## src/rtl/serial_shift_ctrl.sv

```systemverilog
// LSB-first serializer controller: captures a word on a valid/ready handshake and
// shifts it out one bit per DIV clocks. Optional trailing even-parity bit: SERIAL_SHIFT_CTRL_PARITY_EN.
module serial_shift_ctrl #(
  parameter int NBITS = 4,
  parameter int DIV   = 1
) (
  input  logic             clk,
  input  logic             rst,
  input  logic [NBITS-1:0] din,
  input  logic             din_valid,
  output logic             din_ready,
  output logic             so,
  output logic             busy,
  output logic             done
);

  localparam int TW = (DIV > 1) ? $clog2(DIV) : 1;
  localparam int BW = (NBITS > 1) ? $clog2(NBITS) : 1;
  localparam logic [TW-1:0] TICK_MAX = TW'(DIV - 1);
  localparam logic [BW-1:0] BIT_MAX  = BW'(NBITS - 1);

  // Handshake: a word transfers on a rising edge where din_valid && din_ready;
  // the producer holds din/din_valid stable until then.
`ifdef SERIAL_SHIFT_CTRL_PARITY_EN
  typedef enum logic [1:0] {IDLE, SHIFT, PARITY, DONE} state_e;
`else
  typedef enum logic [1:0] {IDLE, SHIFT, DONE} state_e;
`endif

  state_e           state_q, state_d;
  logic [NBITS-1:0] sreg_q, sreg_d;
  logic [BW-1:0]    bit_q, bit_d;
  logic [TW-1:0]    tick_q, tick_d;
  logic             tick_last;
`ifdef SERIAL_SHIFT_CTRL_PARITY_EN
  logic             par_q, par_d;
`endif

  assign tick_last = (tick_q == TICK_MAX);

  always_ff @(posedge clk) begin
    if (rst) begin
      state_q <= IDLE;
      sreg_q  <= '0;
      bit_q   <= '0;
      tick_q  <= '0;
`ifdef SERIAL_SHIFT_CTRL_PARITY_EN
      par_q   <= 1'b0;
`endif
    end else begin
      state_q <= state_d;
      sreg_q  <= sreg_d;
      bit_q   <= bit_d;
      tick_q  <= tick_d;
`ifdef SERIAL_SHIFT_CTRL_PARITY_EN
      par_q   <= par_d;
`endif
    end
  end

  always_comb begin
    state_d = state_q;
    sreg_d  = sreg_q;
    bit_d   = bit_q;
    tick_d  = tick_q;
`ifdef SERIAL_SHIFT_CTRL_PARITY_EN
    par_d   = par_q;
`endif
    case (state_q)
      IDLE: begin
        if (din_valid) begin
          sreg_d  = din;
          bit_d   = '0;
          tick_d  = '0;
`ifdef SERIAL_SHIFT_CTRL_PARITY_EN
          par_d   = ^din;
`endif
          state_d = SHIFT;
        end
      end
      SHIFT: begin
        if (tick_last) begin
          tick_d = '0;
          sreg_d = sreg_q >> 1;
          // Counter parks at 0 after the last bit instead of wrapping past NBITS-1.
          if (bit_q == BIT_MAX) begin
            bit_d = '0;
`ifdef SERIAL_SHIFT_CTRL_PARITY_EN
            state_d = PARITY;
`else
            state_d = DONE;
`endif
          end else begin
            bit_d = bit_q + 1'b1;
          end
        end else begin
          tick_d = tick_q + 1'b1;
        end
      end
`ifdef SERIAL_SHIFT_CTRL_PARITY_EN
      PARITY: begin
        if (tick_last) begin
          tick_d  = '0;
          state_d = DONE;
        end else begin
          tick_d = tick_q + 1'b1;
        end
      end
`endif
      DONE:    state_d = IDLE;
      default: state_d = IDLE;
    endcase
  end

  // Outputs decode registered state only; din never reaches so combinationally.
  always_comb begin
    din_ready = (state_q == IDLE);
    done      = (state_q == DONE);
    busy      = (state_q == SHIFT);
    so        = (state_q == SHIFT) ? sreg_q[0] : 1'b0;
`ifdef SERIAL_SHIFT_CTRL_PARITY_EN
    if (state_q == PARITY) begin
      busy = 1'b1;
      so   = par_q;
    end
`endif
  end

endmodule

```

## config.mk

```make
export PLATFORM = sky130hd
export DESIGN_NAME = serial_shift_ctrl
export DESIGN_NICKNAME = d
export VERILOG_FILES = /design/src/rtl/serial_shift_ctrl.sv
export SDC_FILE = /design/constraint.sdc
export NUM_CORES = 1
export LEC_CHECK = 0
export ABC_AREA = 1
export CAP_MARGIN = 20
export CORE_AREA = 10 10 47 49
export CTS_CLUSTER_SIZE = 24
export DETAILED_ROUTE_END_ITERATION = 6
export DIE_AREA = 0 0 57 59
export GPL_ROUTABILITY_DRIVEN = 0
export PLACE_DENSITY = 0.61
export SLEW_MARGIN = 15
export SYNTH_ARGS = -nofsm -noshare
export SYNTH_HDL_FRONTEND = slang
export SYNTH_SLANG_ARGS = --single-unit
```

## constraint.sdc

```tcl
create_clock -name clk -period 1.6 [get_ports clk]
set_input_delay 0.16 -clock clk [delete_from_list [all_inputs] [get_ports clk]]
set_output_delay 0.16 -clock clk [all_outputs]
set_load 0.03 [all_outputs]
```

==> metrics.md <==
| Metric | Value |
|---|---|
| Crit path launch type | flip-flop |
| Die span in y | 59 microns |
| Post-synthesis mux area share | 0% |
| Clk sinks | 8 |
| Site row count | 14 |
| Max FO, Critical Path | 3 |
| Synth Cell Area | 394 sq um |
| Ys async rst share | 0% |
| Initial Util | 28.1% |
| First-pass GRT wire length | 1610 microns |
| Synthesized area per cell | 6.68 sq um |
| Drt pass-1 iters | 4 |
| Synth Area in XOR/XNOR | 0% |
| Critical Path AT | 1.23 ns |
| Cell count after synthesis | between 50 and 60 |
| Count of pins over their slew limit | 0 |
| Register bit total from synthesis | 8 |
| CP max stage delay | between 0.4 and 0.5 ns |
| Tot GR Track Use | ~6.2% |
| Final Critical Period | 1.39 ns |
| Setup_tns | 0 ns |
| F_max | 0.719 GHz |
| CP Capture Type | output port |
| Vias in the first global route | 395 |
| Die area | 0.00336 sq mm |
| Htree depth | 1 |
| Critical Path RT | approximately 1.4 ns |
| RSZ-0062 raised after global routing | false |
| Final hold violation count | 0 |
| Top cell type's share of synthesized area | approximately two fifths |
| Crit path cell chain | nor2_1 -> dlygate4sd2_1 |
| Global route overflow | 0 |
| Adder-cell share of the synthesized area | 3.17% |
| Synth cell types | 11 |
| Sequential share of the synthesized area | 40.6% |
| Placeable Area | 0.00140 sq mm |
| NumNets Final | 82 |
| Drt wl/cell | 10.0 microns |
| Largest net degree at the start of global routing | 10 |
| Critical-path top delay cell | dlygate4sd2_1 |
| Initial antenna violation count | 0 |
| IO buf count | 10 |
| Crit Path Class | flip-flop to output port |
| Io pins | 11 |
| Final Cycle Share | between 80% and 90% |
| Max-slew headroom | 79.3% |
| Syn. warnings | 0 |
| CTS Buf Count | 3 |
| Final setup violating endpoints | 0 |
| Post-CTS Setup Inserts | 0 |
| Final Skew | 0.00565 ns |
| DP HPWL | 653 microns |
| R2R Setup Slk | 0.55 ns |
| Max_cap viols | 0 |
| Worst skew pair latency | 0.25 ns |
| Antenna Violating Nets Remaining | 0 |
| Slew @ Worst Pin | 0.311 ns |
| Synth area leaders | dfxtp_1 (41%), nand2_1 (19%), inv_1 (10%) |
| VDD IR-drop max | a little under 0.4 mV |
| Area Growth Syn to Fin | 33.3% |
| Lkg Pwr | 0.251 nW |
| Top-count cell post-synth | nand2_1 |
| Share of layout cells above drive strength 1 | 11.1% |
| Diodes inserted | 0 |
| Syn nets | 67 |
| EDFF count, synth | 0 |
| Initial drt markers | 3 |
| Drt drc | 0 |
| Simple-gate share of the synthesized area | 29.8% |
| Hold Crit Class | flip-flop to flip-flop |
| Vias | 375 |
| Clock tree buffer depth | 2 |
| Ys flop type | dfxtp_1 |
| Delay-heaviest family, CP | buffers and inverters |
| Pwr/cell area | 899 mW/mm^2 |
| Worst path bufs/invs | 1 |
| Synth area leader | dfxtp_1 |
| CTS tree | yes |
| Fill cell total of the finished layout | 163 |
| Compound-Gate Fraction of Synth Area | 13.0% |
| Post-Route WL | slightly below 900 microns |
| Die W | 57 microns |
| Status | completed |
| Largest family of logic cells by synthesized area | simple AND/OR/NAND/NOR gates |
| DR vias/cell | 4.26 |
| Commonest cells in the synthesized netlist | nand2_1 (20), inv_1 (11), dfxtp_1 (8), a21oi_1 (7), nor2_1 (7) |
| Post-Route Utilization | 37.5% |
| Clk Tree Root Cell | clkbuf_4 |
| Clock-pin slew on the worst setup and hold paths | 0.05 ns |
-- power breakdown --
part | leakage (nW) | switching [W] | internal (W)
registers | 0.0659 | 0.00000642 | 0.000213
clock network | 0.0138 | 0.0000684 | 0.0000858
logic | 0.171 | 0.0000561 | 0.0000423
total | 0.251 | 0.000131 | 0.000341
-- cells in the final DEF (no fill, tap or decap) --
cell / Yosys / routed
a21oi_1: 7 / 7
buf_4: 0 / 3
clkbuf_4: 0 / 3
clkdlybuf4s50_1: 0 / 6
dfxtp_1: 8 / 8
dlygate4sd2_1: 0 / 2
ha_1: 1 / 1
inv_1: 11 / 11
nand2_1: 20 / 20
nand3_1: 1 / 1
nor2_1: 7 / 7
nor2_2: 1 / 1
nor3_1: 1 / 1
o21ai_4: 1 / 1
-- final timing paths --
check / cells past startpoint / start / endpoint
worst min register to register: 2 / bit_q[1] / bit_q[1]
worst max register to register: 5 / state_q[0] / bit_q[0]
worst min-delay path: 2 / bit_q[1] / bit_q[1]
worst max-delay path: 2 / state_q[1] / din_ready
-- metrics by stage --
stage | setup WS [ns] | instances | cell area, sq um | hold WS [ns] | power (W)
after floorplan | 0.377 | 59 | 394 | 0.229 | 0.000288
after global placement | 0.232 | 85 | 505 | 0.452 | 0.000323
after detailed placement | 0.202 | 85 | 505 | 0.458 | 0.000325
after CTS | 0.185 | 88 | 526 | 0.465 | 0.000481
after global routing | 0.0878 | 88 | 526 | 0.497 | 0.000505
final | 0.209 | 88 | 526 | 0.463 | 0.000472
-- tightest hold or removal path, delay by kind of cell (launching register included) --
family / cells / cell delay (ns)
DFF: 1 / 0.31
and+or+nand+nor: 1 / 0.06
AOI/OAI and AO/OA: 1 / 0.05
-- routing by layer --
metal  vias to the layer above  track usage [%]  wire length, microns
met5                         -                0                     0
met4                         0             7.05                    47
met3                         5             2.79                    72
met2                        14             8.37                   327
met1                       152             6.67                   432
li1                        204                -                     -
-- registers in the layout, summed over array words and instances, names as in the netlist --
register	count
bit_q	2
sreg_q	4
state_q	2
-- final cells by class --
type                            instances  area [sq um]  area share (%)
Clock buffer                            3          22.5            4.29
Inverter                               11          41.3            7.86
Multi-Input combinational cell         39           181            34.5
Sequential cell                         8           160            30.5
Tap cell                               16          20.0            3.81
Timing Repair Buffer                   11           100            19.0
-- what timing repair did --
item                       4_1_cts  5_1_grt
gates resized for setup          2        0
hold buffers                     0        0
setup endpoints to repair        2        0
-- kinds of logic after synthesis --
family                   after synthesis
AO/OA/AOI/OAI                          8
buffers and inverters                 12
AND/OR/NAND/NOR                       30
adder cells (fa/ha/maj)                1
flip-flops                             8
No activity file was read; power rests on OpenSTA's default activity.
